`config.mk`:
```
export PLATFORM = sky130hd
export DESIGN_NAME = ysyx_23060184_arbiter
export DESIGN_NICKNAME = d
export VERILOG_FILES = /design/src/rtl/ysyx_23060184_arbiter.sv
export SDC_FILE = /design/constraint.sdc
export NUM_CORES = 1
export LEC_CHECK = 0
export CORE_ASPECT_RATIO = 1.5
export CORE_UTILIZATION = 22
export DETAILED_ROUTE_END_ITERATION = 10
export GPL_ROUTABILITY_DRIVEN = 0
export PLACE_DENSITY = 0.82
export SLEW_MARGIN = 20
export SYNTH_ARGS = -nofsm -noshare
export SYNTH_HDL_FRONTEND = slang
export SYNTH_SLANG_ARGS = --single-unit
```
`constraint.sdc`:
```
create_clock -name clk -period 1.6 [get_ports clk]
set_clock_uncertainty 0.15 [all_clocks]
set_input_delay 0.16 -clock clk [delete_from_list [all_inputs] [get_ports clk]]
set_output_delay 0.16 -clock clk [all_outputs]
set_load 0.05 [all_outputs]
```
`src/rtl/ysyx_23060184_arbiter.sv`:
```
// Two-master (IFU/LSU) arbiter in front of a single SRAM port.
// Alternates ownership on contention, holds the grant for a whole transaction, and muxes SRAM responses back to the owner.
`ifndef DATA_WIDTH
`define DATA_WIDTH 32
`endif
`ifndef ACERR_WIDTH
`define ACERR_WIDTH 2
`endif
`ifndef NUM_ARB_MASTERS
`define NUM_ARB_MASTERS 2
`endif
`ifndef EMPTY_GRANT
`define EMPTY_GRANT 2'b00
`endif
`ifndef INSTMEM_GRANT
`define INSTMEM_GRANT 2'b01
`endif
`ifndef DATAMEM_GRANT
`define DATAMEM_GRANT 2'b10
`endif

module ysyx_23060184_arbiter #(
  parameter int DATA_WIDTH  = `DATA_WIDTH,
  parameter int ACERR_WIDTH = `ACERR_WIDTH
) (
  input  logic                        clk,
  input  logic                        rstn,
  input  logic                        i_arvalid,
  input  logic                        i_rready,
  input  logic                        d_arvalid,
  input  logic                        d_rready,
  input  logic                        d_awvalid,
  input  logic                        d_wvalid,
  input  logic                        d_bready,
  input  logic                        s_arready,
  input  logic [DATA_WIDTH-1:0]       s_rdata,
  input  logic [ACERR_WIDTH-1:0]      s_rresp,
  input  logic                        s_rvalid,
  input  logic                        s_awready,
  input  logic                        s_wready,
  input  logic [ACERR_WIDTH-1:0]      s_bresp,
  input  logic                        s_bvalid,
  output logic [`NUM_ARB_MASTERS-1:0] grant,
  output logic                        i_arready,
  output logic [DATA_WIDTH-1:0]       i_rdata,
  output logic [ACERR_WIDTH-1:0]      i_rresp,
  output logic                        i_rvalid,
  output logic                        d_arready,
  output logic [DATA_WIDTH-1:0]       d_rdata,
  output logic [ACERR_WIDTH-1:0]      d_rresp,
  output logic                        d_rvalid,
  output logic                        d_awready,
  output logic                        d_wready,
  output logic [ACERR_WIDTH-1:0]      d_bresp,
  output logic                        d_bvalid
);

  // State codes double as the grant encoding, so grant comes straight off the register.
  typedef enum logic [1:0] {
    IDLE  = `EMPTY_GRANT,
    GNT_I = `INSTMEM_GRANT,
    GNT_D = `DATAMEM_GRANT
  } state_t;

  state_t state_reg, state_next;
  logic   last_d_reg;
  logic   op_wr_reg;
  logic   i_req, d_req, i_done, d_done;

  assign i_req  = i_arvalid;
  assign d_req  = d_arvalid | d_awvalid;
  assign i_done = s_rvalid & i_rready;
  assign d_done = op_wr_reg ? (s_bvalid & d_bready) : (s_rvalid & d_rready);
  assign grant  = state_reg;

  // d_wvalid is handled by the SRAM directly; the arbiter only needs the write-address request.
  logic unused_ok;
  assign unused_ok = d_wvalid;

  always_ff @(posedge clk) begin
    if (!rstn) begin
      state_reg  <= IDLE;
      last_d_reg <= 1'b1;
      op_wr_reg  <= 1'b0;
    end else begin
      state_reg <= state_next;
      if (state_reg == IDLE && state_next == GNT_D) begin
        last_d_reg <= 1'b1;
        op_wr_reg  <= d_awvalid;
      end else if (state_reg == IDLE && state_next == GNT_I) begin
        last_d_reg <= 1'b0;
      end
    end
  end

  always_comb begin
    state_next = state_reg;
    case (state_reg)
      IDLE: begin
        if (i_req && d_req) state_next = last_d_reg ? GNT_I : GNT_D;
        else if (i_req)     state_next = GNT_I;
        else if (d_req)     state_next = GNT_D;
      end
      GNT_I:   if (i_done) state_next = IDLE;
      GNT_D:   if (d_done) state_next = IDLE;
      default: state_next = IDLE;
    endcase
  end

  always_comb begin
    i_arready = 1'b0;
    i_rdata   = '0;
    i_rresp   = '0;
    i_rvalid  = 1'b0;
    d_arready = 1'b0;
    d_rdata   = '0;
    d_rresp   = '0;
    d_rvalid  = 1'b0;
    d_awready = 1'b0;
    d_wready  = 1'b0;
    d_bresp   = '0;
    d_bvalid  = 1'b0;
    case (state_reg)
      GNT_I: begin
        i_arready = s_arready;
        i_rdata   = s_rdata;
        i_rresp   = s_rresp;
        i_rvalid  = s_rvalid;
      end
      GNT_D: begin
        d_arready = s_arready;
        d_rdata   = s_rdata;
        d_rresp   = s_rresp;
        d_rvalid  = s_rvalid;
        d_awready = s_awready;
        d_wready  = s_wready;
        d_bresp   = s_bresp;
        d_bvalid  = s_bvalid;
      end
      default: ;
    endcase
  end

endmodule

```
# [Word-level counts from Yosys, hierarchy flattened]
# Index checks and enable logic that the tools add are counted.
[classes] div=0 n_eq_ne=4 mul=0 add_sub_neg=0 magnitude_cmp=0 shifts=0 n_mux=20 n_reduce_logical=5 n_bitwise=5
[op_table] cell="2-to-1 mux 32 bit" n=2
[op_table] cell="2-to-1 mux 2 bit" n=9
[op_table] cell="2-to-1 mux 1 bit" n=8
[op_table] cell="case mux 2 bit (3 select lines)" n=1
[op_table] cell="== test 2 x 1 -> 1 bit, second input constant" n=2
[op_table] cell="== test 2 bit, second input constant" n=2
[op_table] cell="AND 1 bit" n=3
[op_table] cell="logical AND 1 bit" n=3
[op_table] cell="zero test 2 bit" n=1
[op_table] cell="OR reduction 2 bit" n=1
[op_table] cell="NOT 1 bit" n=1
[op_table] cell="OR 1 bit" n=1
[word_totals] in_bits=50 mem_bits_rw=0 mem_count=0 elab_cells=37 mem_bits_ro=0 latch_bits=0 out_inout_bits=79 reg_bits=4

# [Longest topological paths before layout]
# Gate-level depths: netlist of run 1.
[logic_depth] word_depth=8 mapped_depth=4 ltp_nobuf=3

# [Least setup slack after synthesis of run 1]
# No wires, ideal clock.
[synth_path] path_type="reg2out" start="register state_reg[0], in the netlist grant[0]" end="output i_rdata[10]" path_buffers=2 arrival_time_ns=1.616 required_time_ns=1.290 setup_slack_ns=-0.326 path_stages_with_launch=5 path_cell_list="dfxtp_1 nor2b_1 buf_4 clkbuf_2 and2_1"
[synth_between] elab_chain_len=2
[synth_rtl] element="start, declared" line="65" rtl="state_t state_reg, state_next;"
[synth_rtl] element="start signal, assigned" line="86" rtl="state_reg <= state_next;"
[synth_rtl] element="== test 2 x 1 -> 1 bit" line="123" rtl="case (state_reg)"
[synth_rtl] element="2-to-1 mux 32 bit" line="123"
[synth_rtl] element="end, declared" line="45" rtl="output logic [DATA_WIDTH-1:0] i_rdata,"
# Every way passes these cells.

# [Worst setup path after layout of run 1]
[layout_path] start="register state_reg[0], in the netlist grant[0]" end="output i_rdata[6]"
# Same word-level chain as after synthesis.

==> results.py, run 1 <==
metrics = {
    "power": {
        "power.total_mw": 2.20,
        "switching_share": 0.454,
        "pwr-share-seq": 0.060,
        "peakVddDrop_mv": 0.742,
        "clkPwrFrac": 0.092,
        "powerDensity_mw_per_mm2": 717,
        "p_int_mw": 1.20,
        "switchingPower_uw": 998,
        "p_leak_nw": 1.29,
        "p_comb_frac": 0.848,
    },
    "yosys": {
        "synth_warnings": 0,
        "yosysTopAreaCell": "and2_2",
        "synth.distinct_cells": 19,
        "netlist_area_um2": 781,
        "syn_inst": 109,
        "syn-num-nets": 159,
        "synth_top_area_frac": 0.394,
        "netlist_top_cells_area": "and2_2, and2_1, dfxtp_1",
        "syn_area_per_cell_um2": 7.16,
        "synth_seq_cells": 4,
        "ys_seq_area_frac": 0.103,
    },
    "sta": {
        "post-route-period-util": 1.05,
        "max_slew.worst_pin.slew_ns": 0.380,
        "finalWorstSetupSlack_ns": -0.0866,
        "drv_slew": 0,
        "hold_slack_ns": 0.406,
        "finalWorstPathRequiredPeriod_ns": 1.69,
        "grt_setup_unrepaired": "yes",
        "max_freq_mhz": 593,
        "hold_viol": 0,
        "setup_viol": 37,
        "slew_headroom": 0.746,
    },
    "setup_path": {
        "r2r_slack_ns": 0.20,
        "worstPathRequired_ns": 1.29,
        "worstSetupEndpointType": "output pin",
        "crit_arrival_ns": 1.38,
        "critPathMaxFanout": 10,
        "path_class": "reg2out",
        "worst_setup_path_start_kind": "flop",
    },
    "grt": {
        "grt_pass1_vias": 1356,
        "grt-ovfl-total": 0,
        "grt_usage": 0.245,
        "antenna_found_initial": 0,
        "grt_pass1_wl_um": 6830,
        "grt_start_max_net_pins": 22,
    },
    "flow_run": {
        "drv_cap": 0,
    },
    "detailed_routing": {
        "first_iter_violations": 11,
        "wl_per_cell_um": 16.8,
        "dr.pass1.iters": 4,
        "ant_nets": 0,
        "totalWireLength_um": 4730,
        "drc_errors": 0,
        "vias": 1278,
        "vias_per_cell": 4.53,
    },
    "cts": {
        "clkLatencyLatePin_ns": 0.21,
        "cts_tree": "built",
        "cts_root_buf": "clkbuf_8",
        "cts_buffers": 3,
        "cts_num_sinks": 4,
        "cts_buffer_depth": 2,
        "cts.clk_slew.worst_paths_ns": 0.03,
        "cts-htree-levels": 1,
        "hold_buffers": 0,
    },
    "finish": {
        "antenna_cells": 0,
        "final_cell_mix": "buf_12, and2_2, clkdlybuf4s50_1",
        "layout_commonest_cell": "buf_12",
        "fin_cells": 282,
        "final_util": 0.906,
        "largest_register_ffs": 2,
        "nNetsFinal": 292,
        "drive_gt1_frac": 0.721,
        "area_delta_synth_final_pct": 292,
    },
    "run_status": {
        "run_status": "complete, but fails checks",
        "violations": "setup timing",
    },
    "place": {
        "numPortBuffers": 127,
        "dp_slack_ns": -0.0343,
        "dp_hpwl_um": 3550,
        "dp_cells": 274,
    },
    "die": {
        "die_x_um": 50.6,
        "io_pins": 129,
        "core_mm2": 0.00338,
        "placementRows": 26,
        "start_util": 0.231,
        "dieArea_mm2": 0.00380,
        "dieHeight_um": 75.0,
    },
    "worst_hold_path": {
        "hold_path.class": "reg2reg",
    },
}
synthesized netlist by cell type, drive strengths merged:
| library cell | n |
|---|---|
| a2111oi | 1 |
| a211o | 1 |
| a21oi | 1 |
| and2 | 77 |
| and2b | 1 |
| buf | 1 |
| clkbuf | 7 |
| dfxtp | 4 |
| inv | 1 |
| mux2i | 1 |
| nand2 | 7 |
| nand3 | 1 |
| nor2 | 2 |
| nor2b | 1 |
| o211ai | 1 |
| o21ai | 1 |
| o2bb2ai | 1 |
layout make-up:
| type | count | area (µm²) |
|---|---|---|
| multi-input cells | 97 | 743 |
| clock buffers | 3 | 41.3 |
| repair buffers | 135 | 2140 |
| inverters | 1 | 3.75 |
| fillers | 131 | 319 |
| flip-flops and latches | 4 | 82.6 |
| well taps | 42 | 52.6 |
path summary, 6_finish.rpt:
path,from,to,cells past startpoint
worst max-delay path,grant[0],i_rdata[6],5
worst max register to register,grant[0],op_wr_reg,4
worst min register to register,op_wr_reg,op_wr_reg,2
worst min-delay path,op_wr_reg,op_wr_reg,2
layer usage:
metal,wire length (µm),vias to the layer above,part of all wire,global-route usage
li1,-,598,-,-
met1,1450,588,0.31,0.211
met2,2780,86,0.59,0.510
met3,430,6,0.091,0.0909
met4,68,0,0.014,0.0710
met5,0,-,0,0
per-stage QoR:
stage	TNS [ns]	instance area, µm²
after detailed placement	-0.930	2930
after global routing	-5.17	3060
after floorplan	-0.115	820
final	-1.97	3060
after CTS	-2.65	3060
after global placement	-0.000324	2930
critical path, cell delays in order (launching register included):
cell,delay [ns]
dfxtp_2,0.35
buf_6,0.10
nor2b_4,0.21
buf_4,0.19
and2_2,0.18
buf_12,0.14
cells by family after synthesis:
family	after synthesis	synth area share
simple gates	89	0.752
flops	4	0.103
mux	1	0.0128
buf+inv	9	0.0529
compound gates	6	0.0801
what timing repair did:
item	CTS	global route
setup endpoints to repair	77	77
buffers inserted	2	0
pin swaps	7	4
gates resized for setup	25	2
cloned	3	0
power by group through the flow:
| stage | clock network (mW) | registers (mW) | logic, mW |
|---|---|---|---|
| detailed placement | 0 | 0.127 | 1.78 |
| finish | 0.202 | 0.132 | 1.86 |
| CTS | 0.208 | 0.130 | 1.87 |
| global route | 0.219 | 0.133 | 1.92 |
| floorplan | 0 | 0.159 | 0.808 |
| global placement | 0 | 0.125 | 1.75 |
Power figures use the tool's default switching activity.
==> inputs of run 2 (changes only) <==
--- a/config.mk
+++ b/config.mk
@@ -9,6 +9,7 @@
 export CORE_UTILIZATION = 22
 export DETAILED_ROUTE_END_ITERATION = 10
 export GPL_ROUTABILITY_DRIVEN = 0
+export HOLD_SLACK_MARGIN = 0.02
 export PLACE_DENSITY = 0.82
 export SLEW_MARGIN = 20
 export SYNTH_ARGS = -nofsm -noshare
==> results of run 2 <==
Same layout as run 1: the final DEF is identical, and so are final timing and power.
==> inputs of run 3 (changes only) <==
==> constraint.sdc (replaced) <==
create_clock -name clk -period 1.6 [get_ports clk]
set_clock_uncertainty 0.15 [all_clocks]
set_input_delay 0.16 -clock clk [delete_from_list [all_inputs] [get_ports clk]]
set_output_delay 0.16 -clock clk [all_outputs]
set_load 0.02 [all_outputs]
==> results.py, run 3 (synthesized netlist as in run 1, its figures left out) <==
metrics = {
    "worst_hold_path": {
        "hold_path.class": "reg2reg",
    },
    "power": {
        "power.total_mw": 1.28,
        "p_comb_frac": 0.730,
        "pwr-share-seq": 0.102,
        "clkPwrFrac": 0.168,
        "switching_share": 0.402,
        "p_leak_nw": 1.07,
        "powerDensity_mw_per_mm2": 625,
        "peakVddDrop_mv": 0.506,
        "p_int_uw": 764,
        "switchingPower_uw": 513,
    },
    "sta": {
        "grt_setup_unrepaired": "yes",
        "max_freq_mhz": 642,
        "slew_headroom": 0.741,
        "finalWorstSetupSlack_ns": 0.0427,
        "finalWorstPathRequiredPeriod_ns": 1.56,
        "post-route-period-util": 0.973,
        "setup_viol": 0,
        "hold_viol": 0,
        "drv_slew": 0,
        "max_slew.worst_pin.slew_ns": 0.388,
    },
    "place": {
        "numPortBuffers": 127,
        "dp_slack_ns": -0.175,
        "dp_hpwl_um": 2750,
    },
    "grt": {
        "antenna_found_initial": 0,
        "grt_pass1_vias": 1141,
        "grt_start_max_net_pins": 15,
        "grt_pass1_wl_um": 4950,
        "grt_usage": 0.168,
        "grt-ovfl-total": 0,
    },
    "finish": {
        "drive_gt1_frac": 0.568,
        "nNetsFinal": 295,
        "layout_commonest_cell": "clkdlybuf4s50_1",
        "antenna_cells": 0,
        "area_delta_synth_final_pct": 162,
        "n_fill_cell": 341,
        "largest_register_ffs": 2,
        "final_cell_mix": "clkdlybuf4s50_1, and2_2, buf_2",
        "multi_input_area_um2": 673,
        "regArea_um2": 82.6,
    },
    "cts": {
        "cts.clk_slew.worst_paths_ns": 0.03,
        "cts_buffer_depth": 2,
        "cts_root_buf": "clkbuf_8",
        "cts_buffers": 3,
        "cts_num_sinks": 4,
        "cts-htree-levels": 1,
        "clkLatencyLatePin_ns": 0.22,
        "cts_tree": "built",
        "hold_buffers": 0,
        "post-cts-setup-buffers": 0,
    },
    "run_status": {
        "run_status": "finished clean",
    },
    "die": {
        "start_util": 0.231,
        "core_mm2": 0.00338,
        "io_pins": 129,
        "die_x_um": 50.6,
        "placementRows": 26,
        "dieArea_mm2": 0.00380,
        "dieHeight_um": 75.0,
    },
    "detailed_routing": {
        "ant_nets": 0,
        "vias": 1204,
        "dr.pass1.iters": 3,
        "drc_errors": 0,
        "first_iter_violations": 6,
        "wl_per_cell_um": 12.2,
        "totalWireLength_um": 3490,
        "vias_per_cell": 4.22,
    },
    "flow_run": {
        "drv_cap": 0,
    },
    "setup_path": {
        "worstSetupEndpointType": "output pin",
        "critPathMaxFanout": 14,
        "worst_setup_path_start_kind": "flop",
        "worstPathRequired_ns": 1.29,
        "path_class": "reg2out",
        "crit_arrival_ns": 1.25,
    },
}
## run 3: worst max-delay path, stage by stage (launching register included)
cell and delay [ns]:
dfxtp_2 0.32, and2b_4 0.30, buf_8 0.14, and2_2 0.14, buf_4 0.13
## run 3: stage by stage
step | std cells | area, µm² | hold slack [ns] | setup TNS, ns | utilization
detailed placement | 280 | 2140 | 0.330 | -11.65 | 0.634
CTS | 283 | 2030 | 0.337 | -0.0896 | 0.601
floorplan | 109 | 781 | 0.127 | 0 | -
global placement | 280 | 2140 | 0.314 | -10.22 | 0.634
finish | 285 | 2040 | 0.341 | 0 | 0.604
global route | 285 | 2040 | 0.390 | -0.00359 | 0.604
## run 3: final timing paths
check / depth (start not counted) / startpoint / slack, ns / end
setup / recovery: 4 / grant[0] / 0.04 / d_rdata[23]
hold / removal: 2 / op_wr_reg / 0.34 / op_wr_reg
setup reg to reg: 3 / grant[1] / 0.30 / op_wr_reg
hold reg to reg: 2 / op_wr_reg / 0.34 / op_wr_reg
## run 3: final cells by class
| cell class | instances | area share |
|---|---|---|
| sequential | 4 | 0.0404 |
| inverter | 1 | 0.00184 |
| timing repair buffer | 139 | 0.582 |
| clock buffer | 3 | 0.0202 |
| multi-input combinational | 96 | 0.329 |
| tap | 42 | 0.0257 |
## run 3: power groups by stage
stage | clock, mW | combinational, mW | sequential [mW]
after floorplan | 0 | 0.434 | 0.140
after global placement | 0 | 0.947 | 0.126
after detailed placement | 0 | 0.956 | 0.127
after CTS | 0.213 | 0.856 | 0.129
after global routing | 0.224 | 0.995 | 0.132
final | 0.215 | 0.933 | 0.130
## run 3: timing repair
| action | in CTS | in global routing |
|---|---|---|
| gates cloned | 0 | 2 |
| resized for setup | 278 | 112 |
| endpoints found under the setup margin | 79 | 77 |
| hold endpoints to repair | 0 | 0 |
## run 3: metal layers
| layer | GRT usage | vias up | wire length (µm) |
|---|---|---|---|
| met2 | 0.320 | 71 | 1850 |
| met3 | 0.0646 | 2 | 400 |
| met1 | 0.165 | 525 | 1210 |
| li1 | - | 606 | - |
| met5 | 0 | - | 0 |
| met4 | 0.0556 | 0 | 19 |
